--- config.mk ---
export PLATFORM = sky130hd
export DESIGN_NAME = eth_tx_framer
export DESIGN_NICKNAME = d
export VERILOG_FILES = /design/src/rtl/eth_tx_framer.sv
export SDC_FILE = /design/constraint.sdc
export NUM_CORES = 1
export LEC_CHECK = 0
export ABC_AREA = 1
export ABC_CLOCK_PERIOD_IN_PS = 2400
export BUFFER_PORTS_ARGS = -buffer_cell sky130_fd_sc_hd__buf_2
export CAP_MARGIN = 40
export CORE_AREA = 2 2 116 231
export DETAILED_ROUTE_END_ITERATION = 10
export DIE_AREA = 0 0 118 233
export PLACE_DENSITY = 0.73
export SYNTH_ARGS = -nofsm -noshare
export SYNTH_HDL_FRONTEND = slang
export SYNTH_SLANG_ARGS = --single-unit
--- constraint.sdc ---
create_clock -name clk -period 2.4 [get_ports clk]
set_clock_uncertainty 0.2 [all_clocks]
set_input_delay 0.36 -clock clk [delete_from_list [all_inputs] [get_ports clk]]
set_output_delay 0.36 -clock clk [all_outputs]
set_load 0.05 [all_outputs]
--- src/rtl/eth_tx_framer.sv ---
// Ethernet II transmit framer: 32-bit IPv4 word stream in, GMII byte stream out.
// Adds preamble/SFD, MAC header, zero pad, CRC-32 FCS and inter-frame gap.
module eth_tx_framer #(
  parameter int          MAX_PAYLOAD = 1500,
  parameter logic [15:0] ETHERTYPE   = 16'h0800
) (
  input  logic        clk,
  input  logic        rst_n,
  input  logic [47:0] mac_dst,
  input  logic [47:0] mac_src,
  input  logic [31:0] in_data,
  input  logic        in_valid,
  input  logic        in_last,
  input  logic [1:0]  in_last_bytes,
  output logic        in_ready,
  output logic [7:0]  gmii_txd,
  output logic        gmii_tx_en,
  output logic        gmii_tx_er,
  output logic [15:0] frames_sent,
  output logic [15:0] frames_aborted
);

  typedef enum logic [3:0] {
    IDLE, PREAMBLE, SFD, HEADER, PAYLOAD, PAD, FCS, ABORT, DRAIN, IFG
  } state_t;

  localparam logic [10:0] MAX_CNT = 11'(MAX_PAYLOAD);
  localparam logic [10:0] MIN_CNT = 11'd46;

  // Registered state describes the byte currently on the GMII wire.
  state_t      state_reg, state_next;
  logic [3:0]  cnt_reg, cnt_next;
  logic [1:0]  byte_idx_reg, byte_idx_next;
  logic [31:0] hold_reg, hold_next;
  logic        hold_last_reg, hold_last_next;
  logic [1:0]  hold_lb_reg, hold_lb_next;
  logic [10:0] pay_cnt_reg, pay_cnt_next;
  logic        last_seen_reg, last_seen_next;
  logic [47:0] mac_dst_reg, mac_dst_next;
  logic [47:0] mac_src_reg, mac_src_next;
  logic [31:0] crc_reg, crc_next;
  logic [15:0] frames_sent_reg, frames_sent_next;
  logic [15:0] frames_aborted_reg, frames_aborted_next;
  logic [7:0]  gmii_txd_reg, gmii_txd_next;
  logic        gmii_tx_en_reg, gmii_tx_en_next;
  logic        gmii_tx_er_reg, gmii_tx_er_next;
  logic [1:0]  last_idx;
  logic [31:0] fcs;

  function automatic logic [31:0] crc32_byte(input logic [31:0] crc, input logic [7:0] b);
    logic [31:0] c;
    c = crc ^ {24'h000000, b};
    for (int i = 0; i < 8; i++) begin
      c = c[0] ? ((c >> 1) ^ 32'hEDB88320) : (c >> 1);
    end
    return c;
  endfunction

  function automatic logic [7:0] word_byte(input logic [31:0] w, input logic [1:0] idx);
    case (idx)
      2'd0:    return w[31:24];
      2'd1:    return w[23:16];
      2'd2:    return w[15:8];
      default: return w[7:0];
    endcase
  endfunction

  function automatic logic [7:0] hdr_byte(input logic [3:0] idx, input logic [47:0] dst,
                                          input logic [47:0] src);
    case (idx)
      4'd0:    return dst[47:40];
      4'd1:    return dst[39:32];
      4'd2:    return dst[31:24];
      4'd3:    return dst[23:16];
      4'd4:    return dst[15:8];
      4'd5:    return dst[7:0];
      4'd6:    return src[47:40];
      4'd7:    return src[39:32];
      4'd8:    return src[31:24];
      4'd9:    return src[23:16];
      4'd10:   return src[15:8];
      4'd11:   return src[7:0];
      4'd12:   return ETHERTYPE[15:8];
      default: return ETHERTYPE[7:0];
    endcase
  endfunction

  // in_last_bytes of 0 wraps to index 3, i.e. all four bytes valid.
  assign last_idx = hold_last_reg ? (hold_lb_reg - 2'd1) : 2'd3;

  always_comb begin
    state_next          = state_reg;
    cnt_next            = cnt_reg;
    byte_idx_next       = byte_idx_reg;
    hold_next           = hold_reg;
    hold_last_next      = hold_last_reg;
    hold_lb_next        = hold_lb_reg;
    pay_cnt_next        = pay_cnt_reg;
    last_seen_next      = last_seen_reg;
    mac_dst_next        = mac_dst_reg;
    mac_src_next        = mac_src_reg;
    crc_next            = crc_reg;
    frames_sent_next    = frames_sent_reg;
    frames_aborted_next = frames_aborted_reg;
    in_ready            = 1'b0;

    if (state_reg == HEADER || state_reg == PAYLOAD || state_reg == PAD) begin
      crc_next = crc32_byte(crc_reg, gmii_txd_reg);
    end

    case (state_reg)
      IDLE: begin
        if (in_valid) begin
          state_next   = PREAMBLE;
          cnt_next     = 4'd0;
          mac_dst_next = mac_dst;
          mac_src_next = mac_src;
        end
      end
      PREAMBLE: begin
        if (cnt_reg == 4'd6) state_next = SFD;
        else                 cnt_next   = cnt_reg + 4'd1;
      end
      SFD: begin
        state_next     = HEADER;
        cnt_next       = 4'd0;
        crc_next       = 32'hFFFFFFFF;
        pay_cnt_next   = 11'd0;
        last_seen_next = 1'b0;
      end
      HEADER: begin
        if (cnt_reg == 4'd13) begin
          in_ready = 1'b1;
          if (in_valid) begin
            state_next     = PAYLOAD;
            hold_next      = in_data;
            hold_last_next = in_last;
            hold_lb_next   = in_last_bytes;
            last_seen_next = in_last;
            byte_idx_next  = 2'd0;
            pay_cnt_next   = 11'd1;
          end else begin
            state_next = ABORT;
          end
        end else begin
          cnt_next = cnt_reg + 4'd1;
        end
      end
      PAYLOAD: begin
        if (byte_idx_reg != last_idx) begin
          if (pay_cnt_reg == MAX_CNT) begin
            state_next = ABORT;
          end else begin
            byte_idx_next = byte_idx_reg + 2'd1;
            pay_cnt_next  = pay_cnt_reg + 11'd1;
          end
        end else if (!hold_last_reg) begin
          in_ready = 1'b1;
          if (!in_valid) begin
            state_next = ABORT;
          end else begin
            hold_next      = in_data;
            hold_last_next = in_last;
            hold_lb_next   = in_last_bytes;
            last_seen_next = in_last;
            if (pay_cnt_reg == MAX_CNT) begin
              state_next = ABORT;
            end else begin
              byte_idx_next = 2'd0;
              pay_cnt_next  = pay_cnt_reg + 11'd1;
            end
          end
        end else if (pay_cnt_reg < MIN_CNT) begin
          state_next   = PAD;
          pay_cnt_next = pay_cnt_reg + 11'd1;
        end else begin
          state_next = FCS;
          cnt_next   = 4'd0;
        end
      end
      PAD: begin
        if (pay_cnt_reg == MIN_CNT) begin
          state_next = FCS;
          cnt_next   = 4'd0;
        end else begin
          pay_cnt_next = pay_cnt_reg + 11'd1;
        end
      end
      FCS: begin
        if (cnt_reg == 4'd3) begin
          state_next       = IFG;
          cnt_next         = 4'd0;
          frames_sent_next = frames_sent_reg + 16'd1;
        end else begin
          cnt_next = cnt_reg + 4'd1;
        end
      end
      ABORT: begin
        frames_aborted_next = frames_aborted_reg + 16'd1;
        state_next          = last_seen_reg ? IFG : DRAIN;
        cnt_next            = 4'd0;
      end
      DRAIN: begin
        in_ready = 1'b1;
        if (in_valid && in_last) begin
          state_next = IFG;
          cnt_next   = 4'd0;
        end
      end
      IFG: begin
        // 11 gap cycles here; the IDLE cycle that follows is the 12th idle byte.
        if (cnt_reg == 4'd10) state_next = IDLE;
        else                  cnt_next   = cnt_reg + 4'd1;
      end
      default: state_next = IDLE;
    endcase
  end

  assign fcs = ~crc_next;

  // GMII outputs are registered from the next-state view so they line up with state_reg.
  always_comb begin
    gmii_txd_next   = 8'h00;
    gmii_tx_en_next = 1'b0;
    gmii_tx_er_next = 1'b0;
    case (state_next)
      PREAMBLE: begin
        gmii_txd_next   = 8'h55;
        gmii_tx_en_next = 1'b1;
      end
      SFD: begin
        gmii_txd_next   = 8'hD5;
        gmii_tx_en_next = 1'b1;
      end
      HEADER: begin
        gmii_txd_next   = hdr_byte(cnt_next, mac_dst_next, mac_src_next);
        gmii_tx_en_next = 1'b1;
      end
      PAYLOAD: begin
        gmii_txd_next   = word_byte(hold_next, byte_idx_next);
        gmii_tx_en_next = 1'b1;
      end
      PAD: gmii_tx_en_next = 1'b1;
      FCS: begin
        gmii_tx_en_next = 1'b1;
        case (cnt_next[1:0])
          2'd0:    gmii_txd_next = fcs[7:0];
          2'd1:    gmii_txd_next = fcs[15:8];
          2'd2:    gmii_txd_next = fcs[23:16];
          default: gmii_txd_next = fcs[31:24];
        endcase
      end
      ABORT: begin
        gmii_tx_en_next = 1'b1;
        gmii_tx_er_next = 1'b1;
      end
      default: ;
    endcase
  end

  always_ff @(posedge clk or negedge rst_n) begin
    if (!rst_n) begin
      state_reg          <= IDLE;
      cnt_reg            <= 4'd0;
      byte_idx_reg       <= 2'd0;
      hold_reg           <= 32'h0;
      hold_last_reg      <= 1'b0;
      hold_lb_reg        <= 2'd0;
      pay_cnt_reg        <= 11'd0;
      last_seen_reg      <= 1'b0;
      mac_dst_reg        <= 48'h0;
      mac_src_reg        <= 48'h0;
      crc_reg            <= 32'hFFFFFFFF;
      frames_sent_reg    <= 16'd0;
      frames_aborted_reg <= 16'd0;
      gmii_txd_reg       <= 8'h00;
      gmii_tx_en_reg     <= 1'b0;
      gmii_tx_er_reg     <= 1'b0;
    end else begin
      state_reg          <= state_next;
      cnt_reg            <= cnt_next;
      byte_idx_reg       <= byte_idx_next;
      hold_reg           <= hold_next;
      hold_last_reg      <= hold_last_next;
      hold_lb_reg        <= hold_lb_next;
      pay_cnt_reg        <= pay_cnt_next;
      last_seen_reg      <= last_seen_next;
      mac_dst_reg        <= mac_dst_next;
      mac_src_reg        <= mac_src_next;
      crc_reg            <= crc_next;
      frames_sent_reg    <= frames_sent_next;
      frames_aborted_reg <= frames_aborted_next;
      gmii_txd_reg       <= gmii_txd_next;
      gmii_tx_en_reg     <= gmii_tx_en_next;
      gmii_tx_er_reg     <= gmii_tx_er_next;
    end
  end

  assign gmii_txd       = gmii_txd_reg;
  assign gmii_tx_en     = gmii_tx_en_reg;
  assign gmii_tx_er     = gmii_tx_er_reg;
  assign frames_sent    = frames_sent_reg;
  assign frames_aborted = frames_aborted_reg;

endmodule
* Yosys cells after proc, flatten, opt, wreduce, memory -nomap -nowiden
Index checks and enable logic that the tools add are counted.
Storage, ports and cells: input port bits 134, flip-flop bits (word level) 227, output and inout port bits 43, word-level logic and storage cells 185
Operators by class: muxes and demuxes 89, eq/ne operators 46, bitwise operators 10, reduce and logical (&&, ||, !) cells 17, add/sub/neg operators 6, magnitude comparators 1
Operator list (number):
- 32-bit 2-to-1 mux | 14
- 48-bit 2-to-1 mux | 4
- 13-bit inverter with 14-bit output | 8
- 8-bit one-hot mux with 13 select lines | 1
- 11-bit 2-to-1 mux | 8
- 4-bit 2-to-1 mux | 21
- 32-bit one-hot mux with 2 select lines | 1
- 4-bit by 3-bit equality test with 1-bit output, second input constant | 13
- 8-bit one-hot mux with 3 select lines | 2
- 11-bit one-hot mux with 4 select lines | 1
- 4-bit one-hot mux with 10 select lines | 1
- 8-bit one-hot mux with 5 select lines | 1
- 4-bit equality test, second input constant | 9
- 4-bit one-hot mux with 9 select lines | 1
- 16-bit by 1-bit adder with 16-bit output, second input constant | 2
- 32-bit inverter | 1
- 32-bit by 8-bit XOR with 32-bit output | 1
- 4-bit by 2-bit equality test with 1-bit output, second input constant | 7
- 2-bit 2-to-1 mux | 14
- 1-bit 2-to-1 mux | 15
- 4-bit by 1-bit equality test with 1-bit output, second input constant | 3
- 4-bit AND reduction | 3
- 11-bit by 1-bit adder with 11-bit output, second input constant | 1
- 11-bit equality test, second input constant | 1
- 26 further kinds | 36

* Depth between registers and ports, before layout
depth after elaboration 22, mapped depth 21, depth with buffers taken out 21

* Worst setup path after synthesis
No wires, ideal clock.
kind flip-flop to flip-flop, start point register cnt_reg[0], end point register gmii_txd_reg[0] (netlist: gmii_txd[0]), library setup time 0.065 ns, slack -0.186 ns, path buffers 3, arrival time 2.320 ns, required time 2.135 ns, stages on the path, launching flop included 19, clock period less this slack 2.586 ns, cell sequence dfrtp_1 > clkbuf_2 > inv_1 > ha_1 > nand3_1 > inv_1 > nand2_1 > nand4_1 > a21oi_1 > nand2_2 > nor2_2 > buf_2 > buf_4 > nand3_1 > nand2_1 > nor2_1 > nand3_1 > nand2_1 > nand2_1
Between the ends: elaborated cells on any way between the ends 53, those cells by class add/sub (1); eq/ne (25); mux (24); reduce/logical (3)
RTL lines:
- start: declaration | RTL line 32 | logic [3:0] cnt_reg, cnt_next;
- start signal: assignment | RTL line 281 | cnt_reg <= cnt_next;
- 4-bit by 1-bit adder with 4-bit output, or another cell as far along
- 4-bit 2-to-1 mux (on tied branches)
- 4-bit one-hot mux with 9 select lines * | RTL line 111 | case (state_reg)
- via cnt_next[2] | RTL line 32
- 4-bit equality test, or another cell as far along | RTL line 70 | case (idx)
- 8-bit one-hot mux with 13 select lines * | RTL line 70
- 8-bit one-hot mux with 5 select lines * | RTL line 226 | case (state_next)
- via gmii_txd_next[0] | RTL line 44 | logic [7:0] gmii_txd_reg, gmii_txd_next;
- end signal: assignment | RTL line 293 | gmii_txd_reg <= gmii_txd_next;
- end: declaration | RTL line 44
The timed path passes the listed nets; every way through them passes the cells marked *. A chain may end at the register's enable or synchronous reset.

* Worst setup path after layout
start point register cnt_reg[1], end point register gmii_txd_reg[4] (netlist: gmii_txd[4])
Between the ends: word-level cells in the longest chain between the ends 7, elaborated cells on any way between the ends 53, those cells by class add/sub (1); eq/ne (25); mux (24); reduce/logical (3)
Ends and longest elaborated chain (RTL line):
- branches (longest 6 deep; another with 4-bit by 1-bit adder with 4-bit output)
- 8-bit one-hot mux with 5 select lines * | 226
- via gmii_txd_next[4] | 44
Mark *: on every way through the listed nets, which the timed path passes.

==> impl_results.md <==
- Core Rows: 83
- Global-route wire length before repair: 75,420 µm
- Synth warnings: 0
- Final WL: 50,490 µm
- Busiest grt layer: met2
- DRC viols: 0
- Unrepaired setup endpoints after global routing: true
- Max-slew violations: 0
- FF-to-FF path depth: 16
- CTS buffer count: 23
- Final ANT Viol Nets: 0
- Pleak: 0.009655 µW
- Max-cap violation count: 0
- Fraction of layout cells with a size suffix above 1: 0.4366
- Worst path cell trace: buf_6 > ha_4 > nand3_4 > inv_2 > nand2_2 > nand4_1 > a21oi_4 > buf_6 > nand3_4 > nor2_4 > nand2_1 > nand2_1 > nor2_1 > nand3_1 > nand2_1 > nand2_1
- Ys flop type: dfrtp_1
- Placer congestion estimate: 0.9613
- Hold Crit Class: input pin to register
- Clk buf depth: 3
- Max incr delay on CP: 0.45 ns
- Max FO, Critical Path: 8
- Power Dens Cells: 1540 nW/µm²
- Top-level I/O count: 177
- Clk Latency, worst-skew pair: 0.55 ns
- TritonCTS clock tree: done
- Met3 GRT Util: 0.05784
- Via count: 13,382
- Final WS setup: -0.4877 ns
- Minimum clock period: 2.888 ns
- Number of diodes: 0
- CORE AREA: 25,650 µm²
- Most used cell, CP: nand2_1
- Unique cell type count in the Yosys netlist: 54
- Worst setup SP type: register
- Syn Area/Cell: 8.490 µm²
- Final setup vio count: 14
- DIE HEIGHT: 233 µm
- Worst Hold Depth: 3
- First-pass iteration count of the detailed router: 7
- Status: finished with violations
- EDFF count, synth: 0
- Largest net degree at the start of global routing: 63
- Final HPWL DP: 33,360 µm
- Critical path's slowest cell: dfrtp_2
- WL/cell: 20.65 µm
- Overflow after GRT: 0
- Initial DRC count: 957
- Placed cell area: 16,130 µm²
- Die area: 27,490 µm²
- Synthesized instance count: 1,499
- Clock sink count: 227
- Final Cycle Share: 1.203
- Synth Register Bits: 227
- Post-route setup TNS: -3.588 ns
- Initial Utilization: 0.4962
- VDD IR-drop max: 0.9733 mV
- Fmax: 346.3 MHz
- H-tree levels: 1
- Final hold viol count: 0
- Slew @ Worst Pin: 0.5958 ns
- Number of global-route vias before repair: 14,333
- Met1 Use GR: 0.3220
- CTS clk-pin slew, worst paths: 0.06 ns
- Register area share after synthesis: 0.4495
- Worst setup path class: register to register
- Gr usage total: 0.3568
- Worst EP required: 2.68 ns
- Nets@finish: 2,233
- Root Driver: clkbuf_16
- Port bufs: 176
- Met2 Use GR: 0.6481
- CP Capture Type: register
- Die X-Extent: 118 µm
- Util after Layout: 0.7545
- Initial antenna violation count: 0
- Post-route cell area: 19,350 µm²
- Post-Syn Nets: 1,642
- Arrival time at the worst endpoint: 3.17 ns
- Max_slew headroom: 0.6028
- Via-to-Cell Ratio: 5.473
- Synth-to-Final Area Change: 52.06%
- Post-Syn Area: 12,730 µm²
- Failing checks: negative setup slack
- Post-synth ARST share: 1.000
[cell type report]
cell class / count / area (µm²)
Clock buffer: 34 / 666.9
Timing Repair Buffer: 601 / 4745
Inverter: 151 / 596.8
Sequential cell: 227 / 5736
Fill cell: 1757 / 6297
Tap cell: 340 / 425.4
Multi-Input combinational cell: 1086 / 7123
Clock inverter: 6 / 61.31
[Yosys cell counts, drive strengths merged, types with 2 or more instances]
| cell | count | area share |
|---|---|---|
| nor2 | 152 | 0.053 |
| dfstp | 32 | 0.066 |
| dfrtp | 195 | 0.38 |
| nand3 | 104 | 0.043 |
| ha | 9 | 0.0088 |
| mux2 | 98 | 0.087 |
| and2 | 3 | 0.0015 |
| nor3b | 2 | 0.0012 |
| buf | 29 | 0.013 |
| xor2 | 63 | 0.045 |
| nand2 | 416 | 0.13 |
| or2 | 10 | 0.0049 |
| o22ai | 27 | 0.013 |
| clkbuf | 6 | 0.0019 |
| a21oi | 24 | 0.011 |
| o211ai | 10 | 0.0063 |
| a31oi | 2 | 0.00098 |
| xnor2 | 32 | 0.023 |
| nand4 | 15 | 0.0079 |
| nor3 | 11 | 0.0047 |
| mux2i | 12 | 0.0094 |
| o21ai | 87 | 0.034 |
| inv | 150 | 0.045 |
[placed cells by master (no fill, tap or decap), types with 14 or more instances in the layout]
master	n
o21ai_0	56
nor2_1	87
inv_2	23
clkbuf_16	24
nand2_1	352
a21oi_1	17
nor2_4	35
nand2_4	19
buf_12	20
dfstp_2	32
buf_4	273
buf_6	24
dlygate4sd3_1	104
nor2_2	30
nand4_1	14
inv_1	119
dfrtp_1	183
o22ai_1	27
o21ai_1	21
nand3_2	24
mux2_2	98
nand2_2	43
buf_2	174
nand3_1	74
xor2_1	60
xnor2_1	31
[worst max-delay path, delay by kind of cell, from the launching register on]
kind / cells / cell delay, ns
fa+ha+maj: 1 / 0.17
compound gates: 1 / 0.26
buf+inv: 3 / 0.33
flops: 1 / 0.45
simple gates: 11 / 1.40
[cells by family (layout without fill, tap and decap cells)]
family                     count (synthesis)  in the layout  synth area share
xor gates and xnor gates                  95             95           0.06833
buffers and inverters                    186            792           0.06036
and+or+nand+nor                          716            716            0.2473
AOI/OAI and AO/OA                        156            156           0.06950
DFF                                      227            227            0.4495
muxes                                    110            110           0.09615
adders and majority gates                  9              9          0.008848
[timing repair]
item / in CTS / in global routing
pin swaps: 65 / 78
setup endpoints to repair: 34 / 41
hold buffers: 104 / 0
setup buffers: 39 / 25
gates cloned: 1 / 1
resized for setup: 147 / 137
hold endpoints to repair: 178 / 0
[stage by stage]
stage	std cells	setup WS, ns	hold WS, ns	power [µW]
after floorplan	1499	0.0006417	-0.1356	15720
after global placement	2244	-0.5236	0.1538	22730
after detailed placement	2244	-0.5218	0.1630	23090
after CTS	2427	-0.3051	0.02268	28110
after global routing	2445	-0.6475	0.03470	31220
final	2445	-0.4877	0.03667	29800
[metal layers]
metal,share of wire,vias to the layer above
met1,0.30,6353
li1,-,6030
met4,0.12,0
met2,0.52,696
met3,0.054,303
met5,0,-
[worst paths after layout]
path,startpoint,end,slack (ns)
setup / recovery,cnt_reg[1],gmii_txd[4],-0.49
hold / removal,in_data[16],hold_reg[16],0.04
setup reg to reg,cnt_reg[1],gmii_txd[4],-0.49
hold reg to reg,frames_sent[15],frames_sent[15],0.27
max in group asynchronous,rst_n,crc_reg[7],1.04
min in group asynchronous,rst_n,frames_aborted[15],0.15
[report_power, final]
part / total (µW) / switching, µW / internal, µW
Clock: 3610 / 1580 / 2030
Sequential: 6470 / 907 / 5570
Combinational: 19700 / 11100 / 8580
Note: power is estimated with default switching activity, not from simulation.
